**src/rtl/dds_defines.sv**
```systemverilog
// Shared DDS constants: sine ROM address width and largest ROM address.
`ifndef DDS_DEFINES_SV
`define DDS_DEFINES_SV
`define ROM_PHASE_BIT 10
`define ROM_PHASE_MAX_VAL 10'd1023
`endif

```
**src/rtl/dds_phase_gen_pkg.sv**
```systemverilog
// Types and helpers shared by the DDS phase generator files.
`include "dds_defines.sv"

package dds_phase_gen_pkg;

    localparam int PHASE_W = `ROM_PHASE_BIT;

    typedef struct packed {
        logic [PHASE_W-1:0] phase;
        logic               valid;
        logic               wrap;
    } phase_out_t;

    // ROM address = accumulator MSBs rotated by the offset, modulo the ROM size.
    function automatic logic [PHASE_W-1:0] phase_with_offset(
        input logic [PHASE_W-1:0] acc_msbs,
        input logic [PHASE_W-1:0] offset
    );
        return acc_msbs + offset;
    endfunction

endpackage

```
**src/rtl/dds_sample_tick.sv**
```systemverilog
// Sample-rate divider: one tick every SAMPLE_DIV enabled clocks.
module dds_sample_tick #(
    parameter int SAMPLE_DIV = 4
) (
    input  logic clk,
    input  logic rst,
    input  logic enable,
    output logic tick
);

    localparam int CNT_W = (SAMPLE_DIV > 1) ? $clog2(SAMPLE_DIV) : 1;
    localparam logic [CNT_W-1:0] CNT_LAST = CNT_W'(SAMPLE_DIV - 1);
    localparam logic [CNT_W-1:0] CNT_ONE  = CNT_W'(1);

    logic [CNT_W-1:0] cnt_q;
    logic [CNT_W-1:0] cnt_d;

    // Next count: wrap at the last count, hold while disabled.
    always_comb begin
        cnt_d = cnt_q;
        if (enable) begin
            if (cnt_q == CNT_LAST) begin
                cnt_d = '0;
            end else begin
                cnt_d = cnt_q + CNT_ONE;
            end
        end else begin
            cnt_d = cnt_q;
        end
    end

    // Count register.
    always_ff @(posedge clk or negedge rst) begin
        if (!rst) begin
            cnt_q <= '0;
        end else begin
            cnt_q <= cnt_d;
        end
    end

    assign tick = enable && (cnt_q == CNT_LAST);

endmodule

```
**src/rtl/dds_phase_gen.sv**
```systemverilog
// DDS phase accumulator with tuning-word load FSM (immediate or on wrap),
// phase offset and registered sine-ROM address output.
`include "dds_defines.sv"

module dds_phase_gen
    import dds_phase_gen_pkg::*;
#(
    parameter int ACC_W      = 32,
    parameter int SAMPLE_DIV = 4
) (
    input  logic               clk,
    input  logic               rst,
    input  logic               enable,
    input  logic [ACC_W-1:0]   tw_data,
    input  logic               tw_valid,
    output logic               tw_ready,
    input  logic               sync_mode,
    input  logic [PHASE_W-1:0] offset,
    input  logic               phase_clr,
    output logic [PHASE_W-1:0] phase,
    output logic               phase_valid,
    output logic               wrap
);

    localparam logic ST_IDLE    = 1'b0;
    localparam logic ST_PENDING = 1'b1;

    logic             state_q, state_d;
    logic [ACC_W-1:0] acc_q, acc_d;
    logic [ACC_W-1:0] tw_active_q, tw_active_d;
    logic [ACC_W-1:0] tw_pend_q, tw_pend_d;
    phase_out_t       out_q, out_d;

    logic             tick_s;
    logic             tick_eff_s;
    logic             carry_s;
    logic [ACC_W-1:0] acc_next_s;
    logic             commit_s;
    logic             tw_ready_s;
    logic             load_now_s;
    logic             load_pend_s;

    dds_sample_tick #(
        .SAMPLE_DIV(SAMPLE_DIV)
    ) u_sample_tick (
        .clk    (clk),
        .rst    (rst),
        .enable (enable),
        .tick   (tick_s)
    );

    // Accumulator sum; a clear on the same edge swallows the tick entirely.
    always_comb begin
        {carry_s, acc_next_s} = {1'b0, acc_q} + {1'b0, tw_active_q};
        tick_eff_s = tick_s && !phase_clr;
        commit_s   = (state_q == ST_PENDING) && tick_eff_s && carry_s;
    end

    // FSM state register.
    always_ff @(posedge clk or negedge rst) begin
        if (!rst) begin
            state_q <= ST_IDLE;
        end else begin
            state_q <= state_d;
        end
    end

    // FSM next state.
    always_comb begin
        state_d = state_q;
        case (state_q)
            ST_IDLE: begin
                if (tw_valid && sync_mode) begin
                    state_d = ST_PENDING;
                end else begin
                    state_d = ST_IDLE;
                end
            end
            ST_PENDING: begin
                if (commit_s) begin
                    state_d = ST_IDLE;
                end else begin
                    state_d = ST_PENDING;
                end
            end
            default: state_d = ST_IDLE;
        endcase
    end

    // FSM outputs: handshake and load strobes.
    always_comb begin
        tw_ready_s  = 1'b0;
        load_now_s  = 1'b0;
        load_pend_s = 1'b0;
        case (state_q)
            ST_IDLE: begin
                tw_ready_s  = 1'b1;
                load_now_s  = tw_valid && !sync_mode;
                load_pend_s = tw_valid && sync_mode;
            end
            ST_PENDING: begin
                tw_ready_s  = 1'b0;
            end
            default: begin
                tw_ready_s  = 1'b0;
            end
        endcase
    end

    // Datapath next state: accumulator, tuning words, output register.
    always_comb begin
        if (phase_clr) begin
            acc_d = '0;
        end else if (tick_s) begin
            acc_d = acc_next_s;
        end else begin
            acc_d = acc_q;
        end

        if (load_now_s) begin
            tw_active_d = tw_data;
        end else if (commit_s) begin
            tw_active_d = tw_pend_q;
        end else begin
            tw_active_d = tw_active_q;
        end

        if (load_pend_s) begin
            tw_pend_d = tw_data;
        end else begin
            tw_pend_d = tw_pend_q;
        end

        out_d = out_q;
        if (tick_eff_s) begin
            out_d.phase = phase_with_offset(acc_next_s[ACC_W-1 -: PHASE_W], offset);
            out_d.valid = 1'b1;
            out_d.wrap  = carry_s;
        end else begin
            out_d.valid = 1'b0;
            out_d.wrap  = 1'b0;
        end
    end

    // Datapath registers.
    always_ff @(posedge clk or negedge rst) begin
        if (!rst) begin
            acc_q       <= '0;
            tw_active_q <= '0;
            tw_pend_q   <= '0;
            out_q       <= '0;
        end else begin
            acc_q       <= acc_d;
            tw_active_q <= tw_active_d;
            tw_pend_q   <= tw_pend_d;
            out_q       <= out_d;
        end
    end

    assign tw_ready    = tw_ready_s;
    assign phase       = out_q.phase;
    assign phase_valid = out_q.valid;
    assign wrap        = out_q.wrap;

endmodule

```
**config.mk**
```make
export PLATFORM = sky130hd
export DESIGN_NAME = dds_phase_gen
export DESIGN_NICKNAME = d
export VERILOG_FILES = /design/src/rtl/dds_phase_gen_pkg.sv /design/src/rtl/dds_sample_tick.sv /design/src/rtl/dds_phase_gen.sv
export VERILOG_INCLUDE_DIRS = /design/src /design/src/rtl
export SDC_FILE = /design/constraint.sdc
export NUM_CORES = 1
export LEC_CHECK = 0
export CAP_MARGIN = 10
export CORE_ASPECT_RATIO = 1.1
export CORE_MARGIN = 1
export CORE_UTILIZATION = 35
export CTS_CLUSTER_DIAMETER = 30
export DETAILED_ROUTE_END_ITERATION = 10
export PLACE_DENSITY_LB_ADDON = 0.1
export SLEW_MARGIN = 0
export SYNTH_ARGS = -nofsm -noshare
export SYNTH_HDL_FRONTEND = slang
export SYNTH_HIERARCHICAL = 1
export SYNTH_SLANG_ARGS = --single-unit
```
**constraint.sdc**
```tcl
create_clock -name clk -period 3.8 [get_ports clk]
set_input_delay 0.76 -clock clk [delete_from_list [all_inputs] [get_ports clk]]
set_output_delay 0.76 -clock clk [all_outputs]
set_load 0.005 [all_outputs]
```
==> out/summary.json, run 1 <==
{
  "reg2reg_to": {"value": "phase[8]"},
  "hpwl": {"value": 13300, "unit": "um"},
  "cts_buffer_depth": {"value": 2},
  "wirelength": {"value": 18800, "unit": "um"},
  "internal-power": {"value": 2.43, "unit": "mW"},
  "die_h": {"value": 152, "unit": "um"},
  "synth_enable_flop_cells": {"value": 0},
  "postSynthAreaPerCell": {"value": 9.80, "unit": "um^2"},
  "maxSlewViolCount": {"value": 0},
  "synthDominantCellAreaShare": {"value": 38.8, "unit": "%"},
  "regToRegStartpoint": {"value": "acc_q[0]"},
  "detail_route.vias_per_cell": {"value": 5.41},
  "floorplan_row_count": {"value": 54},
  "vias_in_the_first_global_route": {"value": 5889},
  "cp_data_required_time": {"value": 4.05, "unit": "ns"},
  "placedCellCount": {"value": 1052},
  "detailed_route_drc_error_count": {"value": 5},
  "cts_tree": {"value": "done"},
  "synthTopCellsByArea": {"value": "sky130_fd_sc_hd__dfrtp_1 (39%), sky130_fd_sc_hd__ha_1 (7.3%), sky130_fd_sc_hd__a211oi_2 (5.4%), sky130_fd_sc_hd__mux2_2 (5.4%), sky130_fd_sc_hd__nor2_1 (5.2%)"},
  "worstPathArrival": {"value": 4.02, "unit": "ns"},
  "register_bit_count_reported_by_yosys": {"value": 111},
  "io_buffer_count": {"value": 60},
  "min_delay_path_class": {"value": "in -> async"},
  "crit_path_end": {"value": "phase[8]"},
  "critical_path_peak_fanout": {"value": 3},
  "io_pins": {"value": 61},
  "drt-initial-drc-count": {"value": 268},
  "timing.max_cap.violations": {"value": 0},
  "post_synth_inst_count": {"value": 730},
  "finalPower": {"value": 3.47, "unit": "mW"},
  "synth.net_count": {"value": 822},
  "cts_made_buffers": {"value": 9},
  "leakagePower": {"value": 3.90, "unit": "nW"},
  "insertedDiodeCount": {"value": 0},
  "vias": {"value": 5804},
  "fin_nets": {"value": 909},
  "antenna_found_initial": {"value": 0},
  "period_needed": {"value": 3.77, "unit": "ns"},
  "dp_worst_slack": {"value": -0.215, "unit": "ns"},
  "grt_max_degree": {"value": 69},
  "timing.critical_path.from": {"value": "acc_q[0]"},
  "skew": {"value": 0.0112, "unit": "ns"},
  "postLayoutCellArea": {"value": 8770, "unit": "um^2"},
  "final_layout_size_suffix_gt1_share": {"value": 22.4, "unit": "%"},
  "detail_route.wl_per_cell": {"value": 17.5, "unit": "um"},
  "floorplan.die_area": {"value": 21000, "unit": "um^2"},
  "endpoint_kind": {"value": "flop"},
  "chipWidth": {"value": 138, "unit": "um"},
  "kind_of_start_point_of_the_critical_path": {"value": "flop"},
  "core-area": {"value": 19900, "unit": "um^2"},
  "synthDistinctLibCells": {"value": 72},
  "worst_slew_pin_slew": {"value": 0.659, "unit": "ns"},
  "synth_common_cells": {"value": "sky130_fd_sc_hd__dfrtp_1 (111), sky130_fd_sc_hd__nor2_1 (100), sky130_fd_sc_hd__nand2_1 (51), sky130_fd_sc_hd__a21oi_1 (44), sky130_fd_sc_hd__ha_1 (42)"},
  "route.antenna.remaining_nets": {"value": 0},
  "dominantRegCellSynth": {"value": "sky130_fd_sc_hd__dfrtp_1"},
  "p_switching": {"value": 1.04, "unit": "mW"},
  "clkPwrFrac": {"value": 31.1, "unit": "%"},
  "switching_share": {"value": 29.9, "unit": "%"},
  "fmax": {"value": 265, "unit": "MHz"},
  "initial_core_util": {"value": 35.9, "unit": "%"},
  "utilization": {"value": 44.0, "unit": "%"},
  "final.setup.worst_slack": {"value": 0.0298, "unit": "ns"},
  "placement.cell_area": {"value": 8280, "unit": "um^2"},
  "timing.final.hold_violations": {"value": 0},
  "setup_viol_count_final": {"value": 0},
  "clock_pin_slew_on_the_worst_setup_and_hold_paths": {"value": 0.08, "unit": "ns"},
  "number_of_sinks_handled_by_clock_tree_synthesis": {"value": 111},
  "seq_area_frac_synth": {"value": 38.8, "unit": "%"},
  "layoutNonFillerInstCount": {"value": 1073},
  "result_of_the_run": {"value": "finished with violations"},
  "finalHoldWorstSlack": {"value": 0.409, "unit": "ns"},
  "cts_htree_levels": {"value": 3},
  "firstDrtPassIters": {"value": 7},
  "clkLatencyLatePin": {"value": 0.36, "unit": "ns"},
  "setup_tns": {"value": 0, "unit": "ns"},
  "grt_usage": {"value": 18.7, "unit": "%"},
  "cts_hold_buffers": {"value": 0},
  "pwr-share-comb": {"value": 27.9, "unit": "%"},
  "pwr-share-seq": {"value": 41.1, "unit": "%"},
  "netlist_area": {"value": 7160, "unit": "um^2"},
  "overflow": {"value": 0},
  "violations": {"value": "design-rule violations"},
  "reg2reg_depth": {"value": 18},
  "reg2reg_slack": {"value": 0.03, "unit": "ns"},
  "relSlewSlack": {"value": 56.0, "unit": "%"},
  "area_delta_synth_final": {"value": 22.6, "unit": "%"},
  "yosys.cell_count.top_type": {"value": "sky130_fd_sc_hd__dfrtp_1"},
  "final_weighted_congestion_in_routability_driven_placement": {"value": 0.857},
  "largest_area_contributor_in_the_netlist": {"value": "sky130_fd_sc_hd__dfrtp_1"},
  "timing_worst_setup_path_type": {"value": "reg -> reg"},
  "root_buffer": {"value": "sky130_fd_sc_hd__clkbuf_16"},
  "synthArstFlopShare": {"value": 100, "unit": "%"},
  "vdd_ir_drop_max": {"value": 0.318, "unit": "mV"},
  "pwr_density_cell": {"value": 396, "unit": "nW/um^2"},
  "yosysWarningCount": {"value": 6},
  "fin_crit_sh": {"value": 99.2, "unit": "%"},
  "global_route_wire_length_before_repair": {"value": 31400, "unit": "um"},
  "unrepaired_setup_endpoints_after_global_routing": {"value": "yes"}
}
## timing repair
item,4_1_cts,5_1_grt
gates resized for setup,9,10
pin swaps,8,10
endpoints found under the setup margin,3,4
setup buffers,3,3
## layout by cell type, fill, tap and decap left out, types with 5 or more instances in the layout
master	count
sky130_fd_sc_hd__nor2_1	100
sky130_fd_sc_hd__xnor2_1	19
sky130_fd_sc_hd__nand4_1	8
sky130_fd_sc_hd__a21oi_1	40
sky130_fd_sc_hd__clkbuf_16	9
sky130_fd_sc_hd__nand3b_1	8
sky130_fd_sc_hd__clkdlybuf4s50_1	59
sky130_fd_sc_hd__a21o_1	13
sky130_fd_sc_hd__o21a_1	6
sky130_fd_sc_hd__mux2i_1	16
sky130_fd_sc_hd__o21ai_0	23
sky130_fd_sc_hd__ha_1	34
sky130_fd_sc_hd__a211oi_2	32
sky130_fd_sc_hd__ha_2	5
sky130_fd_sc_hd__o21ai_1	9
sky130_fd_sc_hd__dfrtp_1	111
sky130_fd_sc_hd__buf_4	57
sky130_fd_sc_hd__o21bai_1	5
sky130_fd_sc_hd__mux2_2	34
sky130_fd_sc_hd__a21oi_2	6
sky130_fd_sc_hd__nand2_1	51
sky130_fd_sc_hd__nand3_1	9
sky130_fd_sc_hd__nor3_1	16
sky130_fd_sc_hd__inv_1	14
sky130_fd_sc_hd__xor2_1	6
sky130_fd_sc_hd__a211oi_1	39
## cell type report
| type | count | area, um^2 |
|---|---|---|
| Clock buffer | 10 | 239 |
| Clock inverter | 5 | 88.8 |
| Fill cell | 1909 | 11200 |
| Inverter | 16 | 60.1 |
| Multi-Input combinational cell | 562 | 4250 |
| Sequential cell | 111 | 2780 |
| Tap cell | 252 | 315 |
| Timing Repair Buffer | 117 | 1040 |
## layer usage
metal	share of wire [%]	vias to the layer above	wire, um	GRT usage [%]
met5	0	-	0	0
met4	1.0	0	190	4.60
met3	2.7	12	498	2.58
met2	45	99	8450	29.9
met1	51	2827	9630	26.5
li1	-	2866	-	-
## how the worst min path moves through the flow
stage | startpoint | endpoint | slack [ns]
after CTS | rst | acc_q[11] | 0.45
final | rst | acc_q[11] | 0.41
after floorplan | rst | acc_q[0] | 0.46
after global placement | phase[1] | phase[1] | 0.46
after global routing | rst | acc_q[11] | 0.47
after detailed placement | phase[1] | phase[1] | 0.47
## sequential cells by signal, indices dropped and copies added (netlist names)
signal,cells
acc_q,32
phase,10
phase_valid,1
state_q,1
tw_active_q,32
tw_pend_q,32
u_sample_tick/cnt_q,2
wrap,1
## power groups by stage
| stage | Clock [mW] | Combinational [mW] | Sequential (mW) |
|---|---|---|---|
| after global routing | 1.16 | 1.07 | 1.45 |
| after detailed placement | 0 | 0.943 | 1.45 |
| after global placement | 0 | 0.931 | 1.44 |
| after CTS | 1.11 | 0.965 | 1.43 |
| final | 1.08 | 0.967 | 1.43 |
| after floorplan | 0 | 0.554 | 1.43 |
## kinds of logic after synthesis
group / Yosys count / synth area share, %
AOI/OAI and AO/OA: 217 / 24.2
xor gates and xnor gates: 28 / 3.43
adders and majority gates: 44 / 7.90
buffers and inverters: 57 / 3.85
DFF: 111 / 38.8
muxes: 50 / 7.59
and+or+nand+nor: 223 / 14.3
## worst max-delay path, cell delays in order, from the launching register on
cell	delay (ns)
sky130_fd_sc_hd__dfrtp_1	0.39
sky130_fd_sc_hd__ha_2	0.20
sky130_fd_sc_hd__fa_2	0.35
sky130_fd_sc_hd__a21o_1	0.21
sky130_fd_sc_hd__a221oi_4	0.29
sky130_fd_sc_hd__o31a_1	0.22
sky130_fd_sc_hd__o311ai_2	0.12
sky130_fd_sc_hd__a21oi_2	0.18
sky130_fd_sc_hd__nand2b_1	0.10
sky130_fd_sc_hd__xnor2_2	0.15
sky130_fd_sc_hd__ha_2	0.19
sky130_fd_sc_hd__fa_2	0.35
sky130_fd_sc_hd__a21o_1	0.19
sky130_fd_sc_hd__a21oi_2	0.14
sky130_fd_sc_hd__o21bai_1	0.07
sky130_fd_sc_hd__a21o_1	0.19
sky130_fd_sc_hd__a21oi_2	0.14
sky130_fd_sc_hd__or4_1	0.11
sky130_fd_sc_hd__nand3_1	0.06
Power figures use the tool's default switching activity.
==> run 2: changes to the inputs <==
- TNS_END_PERCENT: not set -> 50
==> run 2 against run 1 <==
  * Routed wire length rose by 0.11%
  * Largest power group unchanged
  * Sequential power about the same
  * Cell count unchanged
  * First-iteration DRC count is 3.7% higher
  * Via count is essentially flat
  * Power about the same
  * Worst setup slack got worse by 0.00069 ns
  * Register-to-register slack about the same
  * Global-route usage did not move
  * Non-clock buffer count is the same
  * Final area did not move
  * Die area unchanged
  * The flow still finishes with violations (design-rule violations)
==> out/summary.json, run 2 (synthesized netlist as in run 1, its figures left out) <==
{
  "clkLatencyLatePin": {"value": 0.36, "unit": "ns"},
  "timing.critical_path.from": {"value": "acc_q[0]"},
  "internal-power": {"value": 2.43, "unit": "mW"},
  "reg2reg_to": {"value": "phase[8]"},
  "cts_tree": {"value": "done"},
  "fin_crit_sh": {"value": 99.2, "unit": "%"},
  "overflow": {"value": 0},
  "setup_viol_count_final": {"value": 0},
  "root_buffer": {"value": "sky130_fd_sc_hd__clkbuf_16"},
  "relSlewSlack": {"value": 56.2, "unit": "%"},
  "grt_usage": {"value": 18.7, "unit": "%"},
  "vias_in_the_first_global_route": {"value": 5889},
  "io_pins": {"value": 61},
  "p_switching": {"value": 1.04, "unit": "mW"},
  "worstPathArrival": {"value": 4.02, "unit": "ns"},
  "floorplan_row_count": {"value": 54},
  "fin_nets": {"value": 909},
  "pwr-share-comb": {"value": 27.9, "unit": "%"},
  "final_layout_size_suffix_gt1_share": {"value": 22.4, "unit": "%"},
  "vias": {"value": 5803},
  "cts_htree_levels": {"value": 3},
  "final_weighted_congestion_in_routability_driven_placement": {"value": 0.857},
  "pwr-share-seq": {"value": 41.1, "unit": "%"},
  "finalHoldWorstSlack": {"value": 0.410, "unit": "ns"},
  "hpwl": {"value": 13300, "unit": "um"},
  "insertedDiodeCount": {"value": 0},
  "reg2reg_slack": {"value": 0.03, "unit": "ns"},
  "timing_worst_setup_path_type": {"value": "reg -> reg"},
  "final.setup.worst_slack": {"value": 0.0291, "unit": "ns"},
  "critical_path_peak_fanout": {"value": 3},
  "min_delay_path_class": {"value": "in -> async"},
  "io_buffer_count": {"value": 60},
  "period_needed": {"value": 3.77, "unit": "ns"},
  "firstDrtPassIters": {"value": 7},
  "clock_pin_slew_on_the_worst_setup_and_hold_paths": {"value": 0.08, "unit": "ns"},
  "detail_route.wl_per_cell": {"value": 17.5, "unit": "um"},
  "unrepaired_setup_endpoints_after_global_routing": {"value": "yes"},
  "endpoint_kind": {"value": "flop"},
  "reg2reg_depth": {"value": 18},
  "number_of_sinks_handled_by_clock_tree_synthesis": {"value": 111},
  "area_delta_synth_final": {"value": 22.6, "unit": "%"},
  "dp_worst_slack": {"value": -0.215, "unit": "ns"},
  "chipWidth": {"value": 138, "unit": "um"},
  "wirelength": {"value": 18800, "unit": "um"},
  "drt-initial-drc-count": {"value": 278},
  "fmax": {"value": 265, "unit": "MHz"},
  "vdd_ir_drop_max": {"value": 0.318, "unit": "mV"},
  "violations": {"value": "design-rule violations"},
  "cts_buffer_depth": {"value": 2},
  "layout_commonest_cell": {"value": "sky130_fd_sc_hd__dfrtp_1"},
  "timing.max_cap.violations": {"value": 0},
  "route.antenna.remaining_nets": {"value": 0},
  "grt_max_degree": {"value": 69},
  "layout_common_cells": {"value": "sky130_fd_sc_hd__dfrtp_1 (111), sky130_fd_sc_hd__nor2_1 (100), sky130_fd_sc_hd__clkdlybuf4s50_1 (59), sky130_fd_sc_hd__buf_4 (57), sky130_fd_sc_hd__nand2_1 (51)"},
  "reg_top3": {"value": "acc_q: 32 flops, tw_active_q: 32 flops, tw_pend_q: 32 flops"},
  "timing.final.hold_violations": {"value": 0},
  "switching_share": {"value": 30.0, "unit": "%"},
  "clkPwrFrac": {"value": 31.1, "unit": "%"},
  "initial_core_util": {"value": 35.9, "unit": "%"},
  "cts_made_buffers": {"value": 9},
  "leakagePower": {"value": 3.90, "unit": "nW"},
  "regToRegStartpoint": {"value": "acc_q[0]"},
  "pwr_density_cell": {"value": 396, "unit": "nW/um^2"},
  "kind_of_start_point_of_the_critical_path": {"value": "flop"},
  "maxSlewViolCount": {"value": 0},
  "antenna_found_initial": {"value": 0},
  "die_h": {"value": 152, "unit": "um"},
  "cp_data_required_time": {"value": 4.05, "unit": "ns"},
  "floorplan.die_area": {"value": 21000, "unit": "um^2"},
  "crit_path_end": {"value": "phase[8]"},
  "detailed_route_drc_error_count": {"value": 5},
  "global_route_wire_length_before_repair": {"value": 31400, "unit": "um"},
  "worst_slew_pin_slew": {"value": 0.658, "unit": "ns"},
  "core-area": {"value": 19900, "unit": "um^2"},
  "result_of_the_run": {"value": "finished with violations"},
  "skew": {"value": 0.0118, "unit": "ns"},
  "detail_route.vias_per_cell": {"value": 5.41}
}
-- run 2: power groups by stage --
stage	clock network [mW]	registers, mW	logic (mW)
2_1_floorplan	0	1.43	0.554
3_3_place_gp	0	1.44	0.931
3_5_place_dp	0	1.45	0.943
4_1_cts	1.11	1.43	0.965
5_1_grt	1.16	1.45	1.07
6_report	1.08	1.43	0.968
-- run 2: cell type report --
cell class,count,area (um^2)
Clock inverter,5,88.8
Sequential cell,111,2780
Tap cell,252,315
Fill cell,1909,11200
Inverter,16,60.1
Multi-Input combinational cell,562,4250
Timing Repair Buffer,117,1040
Clock buffer,10,239
-- run 2: stage by stage --
step	cells	power [mW]	cell area [um^2]	TNS, ns	util [%]
floorplan	730	1.98	7180	0	-
global placement	1052	2.37	8280	-0.292	41.6
detailed placement	1052	2.39	8280	-0.418	41.6
CTS	1070	3.50	8700	-0.0107	43.6
global route	1073	3.68	8770	-0.569	44.0
finish	1073	3.47	8770	0	44.0
-- run 2: worst min path at each step --
stage,from,to,slack [ns],depth (start not counted)
6_report,rst,acc_q[11],0.41,1
5_1_grt,rst,acc_q[11],0.47,1
4_1_cts,rst,acc_q[11],0.45,1
3_5_place_dp,phase[1],phase[1],0.47,2
3_3_place_gp,phase[1],phase[1],0.46,2
2_1_floorplan,rst,acc_q[0],0.46,0
-- run 2: critical path, stage by stage (launching register included) --
cell                       delay, ns
sky130_fd_sc_hd__dfrtp_1        0.39
sky130_fd_sc_hd__ha_2           0.20
sky130_fd_sc_hd__fa_2           0.35
sky130_fd_sc_hd__a21o_1         0.21
sky130_fd_sc_hd__a221oi_4       0.29
sky130_fd_sc_hd__o31a_1         0.22
sky130_fd_sc_hd__o311ai_2       0.12
sky130_fd_sc_hd__a21oi_2        0.18
sky130_fd_sc_hd__nand2b_1       0.10
sky130_fd_sc_hd__xnor2_2        0.15
sky130_fd_sc_hd__ha_2           0.19
sky130_fd_sc_hd__fa_2           0.35
sky130_fd_sc_hd__a21o_1         0.19
sky130_fd_sc_hd__a21oi_2        0.14
sky130_fd_sc_hd__o21bai_1       0.07
sky130_fd_sc_hd__a21o_1         0.19
sky130_fd_sc_hd__a21oi_2        0.14
sky130_fd_sc_hd__or4_1          0.11
sky130_fd_sc_hd__nand3_1        0.06
-- run 2: metal layers --
metal / up-vias / global-route usage [%] / part of all wire [%]
li1: 2864 / - / -
met1: 2825 / 26.5 / 51
met2: 101 / 29.9 / 45
met3: 11 / 2.58 / 2.4
met4: 2 / 4.60 / 1.0
met5: - / 0 / 0.20
-- run 2: timing repair --
item                                    CTS  global route
endpoints found under the hold margin     0             0
resized for setup                         9            10
buffers inserted                          3             3
hold buffers                              0             0
pin swaps                                 8            10
endpoints found under the setup margin    3             4
==> run 3: changes to the inputs <==
- ABC_AREA: not set -> 1
==> run 3 against run 2 <==
  * The run now ends clean
  * Fmax is 4.9% higher
  * Synthesized cell count is 31% higher
  * Clock power is 8% lower
  * Flip-flop and latch count stayed put
  * Largest cell class unchanged
  * Utilization is 1.8 points lower
==> out/summary.json, run 3 <==
{
  "seq_area_frac_synth": {"value": 40.3, "unit": "%"},
  "timing_worst_setup_path_type": {"value": "reg -> reg"},
  "overflow": {"value": 0},
  "detailed_route_drc_error_count": {"value": 0},
  "skew": {"value": 0.0120, "unit": "ns"},
  "kind_of_start_point_of_the_critical_path": {"value": "flop"},
  "core-area": {"value": 19200, "unit": "um^2"},
  "cts_htree_levels": {"value": 3},
  "min_delay_path_class": {"value": "in -> async"},
  "unrepaired_setup_endpoints_after_global_routing": {"value": "yes"},
  "post_synth_inst_count": {"value": 957},
  "grt_usage": {"value": 18.2, "unit": "%"},
  "maxSlewViolCount": {"value": 0},
  "fillCellCount": {"value": 2022},
  "vdd_ir_drop_max": {"value": 0.229, "unit": "mV"},
  "highest_signal_layer_in_the_routed_design": {"value": "met4"},
  "detail_route.vias_per_cell": {"value": 4.77},
  "fmax": {"value": 278, "unit": "MHz"},
  "synthTopCellsByArea": {"value": "sky130_fd_sc_hd__dfrtp_1 (40%), sky130_fd_sc_hd__nand2_1 (19%), sky130_fd_sc_hd__o21ai_0 (7.8%), sky130_fd_sc_hd__ha_1 (7.6%), sky130_fd_sc_hd__inv_1 (4.8%)"},
  "insertedDiodeCount": {"value": 0},
  "internal-power": {"value": 1.94, "unit": "mW"},
  "initial_core_util": {"value": 35.8, "unit": "%"},
  "layout_commonest_cell": {"value": "sky130_fd_sc_hd__nand2_1"},
  "yosys.cell_count.top_type": {"value": "sky130_fd_sc_hd__nand2_1"},
  "final.setup.worst_slack": {"value": 0.206, "unit": "ns"},
  "io_pins": {"value": 61},
  "final_layout_size_suffix_gt1_share": {"value": 5.13, "unit": "%"},
  "vias_in_the_first_global_route": {"value": 5746},
  "cts_made_buffers": {"value": 9},
  "layoutNonFillerInstCount": {"value": 1261},
  "detail_route.wl_per_cell": {"value": 13.5, "unit": "um"},
  "synthArstFlopShare": {"value": 100, "unit": "%"},
  "pwr-share-comb": {"value": 12.4, "unit": "%"},
  "clkLatencyLatePin": {"value": 0.36, "unit": "ns"},
  "setup_viol_count_final": {"value": 0},
  "routedLengthMet1": {"value": 9060, "unit": "um"},
  "period_needed": {"value": 3.59, "unit": "ns"},
  "relSlewSlack": {"value": 54.5, "unit": "%"},
  "utilization": {"value": 42.2, "unit": "%"},
  "firstDrtPassIters": {"value": 5},
  "floorplan.die_area": {"value": 20300, "unit": "um^2"},
  "synthDominantCellAreaShare": {"value": 40.3, "unit": "%"},
  "switching_share": {"value": 25.1, "unit": "%"},
  "placedCellCount": {"value": 1244},
  "root_buffer": {"value": "sky130_fd_sc_hd__clkbuf_16"},
  "synth_common_cells": {"value": "sky130_fd_sc_hd__nand2_1 (347), sky130_fd_sc_hd__dfrtp_1 (111), sky130_fd_sc_hd__o21ai_0 (107), sky130_fd_sc_hd__inv_1 (89), sky130_fd_sc_hd__nand3_1 (59)"},
  "largest_area_contributor_in_the_netlist": {"value": "sky130_fd_sc_hd__dfrtp_1"},
  "hpwl": {"value": 12700, "unit": "um"},
  "pwr_density_cell": {"value": 319, "unit": "nW/um^2"},
  "synth.net_count": {"value": 1049},
  "layout_common_cells": {"value": "sky130_fd_sc_hd__nand2_1 (347), sky130_fd_sc_hd__dfrtp_1 (111), sky130_fd_sc_hd__o21ai_0 (105), sky130_fd_sc_hd__inv_1 (89), sky130_fd_sc_hd__clkdlybuf4s50_1 (59)"},
  "cts_tree": {"value": "done"},
  "postSynthAreaPerCell": {"value": 7.20, "unit": "um^2"},
  "clock_pin_slew_on_the_worst_setup_and_hold_paths": {"value": 0.08, "unit": "ns"},
  "synth_enable_flop_cells": {"value": 0},
  "reg_top3": {"value": "acc_q: 32 flops, tw_active_q: 32 flops, tw_pend_q: 32 flops"},
  "route.antenna.remaining_nets": {"value": 0},
  "dr_wl_met2": {"value": 7300, "unit": "um"},
  "timing.final.hold_violations": {"value": 0},
  "leakagePower": {"value": 4.26, "unit": "nW"},
  "dominantRegCellSynth": {"value": "sky130_fd_sc_hd__dfrtp_1"},
  "global_route_wire_length_before_repair": {"value": 28800, "unit": "um"},
  "pwr-share-seq": {"value": 49.1, "unit": "%"},
  "final_weighted_congestion_in_routability_driven_placement": {"value": 0.890},
  "cp_data_required_time": {"value": 4.04, "unit": "ns"},
  "setup_tns": {"value": 0, "unit": "ns"},
  "cts_buffer_depth": {"value": 2},
  "synthDistinctLibCells": {"value": 42},
  "grt_max_degree": {"value": 85},
  "drt-initial-drc-count": {"value": 351},
  "wirelength": {"value": 17000, "unit": "um"},
  "antenna_found_initial": {"value": 0},
  "io_buffer_count": {"value": 60},
  "vias": {"value": 6011},
  "critical_path_peak_fanout": {"value": 4},
  "number_of_sinks_handled_by_clock_tree_synthesis": {"value": 111},
  "fin_crit_sh": {"value": 94.6, "unit": "%"},
  "floorplan_row_count": {"value": 53},
  "area_delta_synth_final": {"value": 17.8, "unit": "%"},
  "endpoint_kind": {"value": "flop"},
  "timing.max_cap.violations": {"value": 0},
  "fin_nets": {"value": 1101},
  "p_switching": {"value": 652, "unit": "uW"},
  "yosysWarningCount": {"value": 6},
  "result_of_the_run": {"value": "complete, no violations"},
  "dp_worst_slack": {"value": 0.168, "unit": "ns"},
  "cts_hold_buffers": {"value": 0},
  "chipWidth": {"value": 136, "unit": "um"},
  "worst_slew_pin_slew": {"value": 0.681, "unit": "ns"},
  "postLayoutCellArea": {"value": 8120, "unit": "um^2"},
  "register_bit_count_reported_by_yosys": {"value": 111},
  "worstPathArrival": {"value": 3.83, "unit": "ns"},
  "die_h": {"value": 149, "unit": "um"},
  "placement.cell_area": {"value": 7770, "unit": "um^2"},
  "netlist_area": {"value": 6890, "unit": "um^2"},
  "met3_length": {"value": 465, "unit": "um"},
  "clkPwrFrac": {"value": 38.4, "unit": "%"}
}
[run 3: cell count changes after synthesis, sizes merged, moves of 16 or more]
cell    before  now
xnor2       21    3
nand3        9   60
a211oi      71    2
mux2        34    0
mux2i       16    0
o21ai       34  108
nor2       101   53
inv         16   93
nand2       51  352
[run 3: worst max-delay path, stage by stage (launching register included)]
cell                       delay, ns
sky130_fd_sc_hd__dfrtp_1        0.39
sky130_fd_sc_hd__ha_1           0.23
sky130_fd_sc_hd__fa_1           0.39
sky130_fd_sc_hd__nand2_1        0.12
sky130_fd_sc_hd__o21ai_2        0.09
sky130_fd_sc_hd__a21oi_1        0.21
sky130_fd_sc_hd__buf_4          0.16
sky130_fd_sc_hd__inv_1          0.03
sky130_fd_sc_hd__nand2_1        0.04
sky130_fd_sc_hd__nand2_1        0.12
sky130_fd_sc_hd__nand3_1        0.10
sky130_fd_sc_hd__nand2_1        0.09
sky130_fd_sc_hd__xor2_1         0.25
sky130_fd_sc_hd__ha_1           0.32
sky130_fd_sc_hd__nand2_1        0.11
sky130_fd_sc_hd__nor2_1         0.06
sky130_fd_sc_hd__a211oi_1       0.32
sky130_fd_sc_hd__nor2_1         0.07
sky130_fd_sc_hd__nor2_1         0.13
sky130_fd_sc_hd__xor2_1         0.16
sky130_fd_sc_hd__o21ai_0        0.09
[run 3: what timing repair did]
| action | 4_1_cts | 5_1_grt |
|---|---|---|
| gates resized for setup | 0 | 4 |
| endpoints found under the hold margin | 0 | 0 |
| setup endpoints to repair | 0 | 3 |
| setup buffers | 0 | 0 |
[run 3: area by class of cell]
type	count	area (um^2)	area share, %
Multi-Input combinational cell	722	3640	44.8
Sequential cell	111	2780	34.2
Timing Repair Buffer	72	733	9.03
Inverter	93	349	4.30
Tap cell	247	309	3.81
Clock buffer	9	225	2.77
Clock inverter	7	82.6	1.02
[run 3: cells by family (layout without fill, tap and decap cells)]
family,count (synthesis),after routing,share of synthesized area [%]
adder cells (fa/ha/maj),44,44,8.21
buffers and inverters,124,181,7.13
AND/OR/NAND/NOR,487,487,28.8
AO/OA/AOI/OAI,180,180,14.1
XOR/XNOR,11,11,1.40
flip-flops,111,111,40.3
[run 3: worst paths after layout]
check / startpoint / slack [ns] / cells past startpoint / end
worst max-delay path: acc_q[0] / 0.21 / 20 / phase[7]
worst min-delay path: rst / 0.32 / 1 / tw_active_q[4]
worst max register to register: acc_q[0] / 0.21 / 20 / phase[7]
worst min register to register: phase[1] / 0.48 / 2 / phase[1]
max in group asynchronous: rst / 2.66 / 2 / acc_q[25]
min in group clk: phase[1] / 0.48 / 2 / phase[1]
[run 3: per-stage QoR]
step	power, mW	hold WS, ns
6_report	2.59	0.323
2_1_floorplan	1.41	0.445
5_1_grt	2.73	0.352
3_5_place_dp	1.63	0.467
3_3_place_gp	1.63	0.458
4_1_cts	2.64	0.333
[run 3: routing by layer]
layer	GRT usage, %	vias to the layer above
li1	-	3204
met1	27.3	2694
met2	27.2	104
met3	2.11	9
met4	5.39	0
met5	0	-
[run 3: power groups by stage]
stage / Clock [mW] / Combinational [mW] / Sequential (mW)
finish: 0.996 / 0.323 / 1.27
global route: 1.08 / 0.371 / 1.28
CTS: 1.03 / 0.331 / 1.27
detailed placement: 0 / 0.330 / 1.30
global placement: 0 / 0.331 / 1.29
floorplan: 0 / 0.109 / 1.30
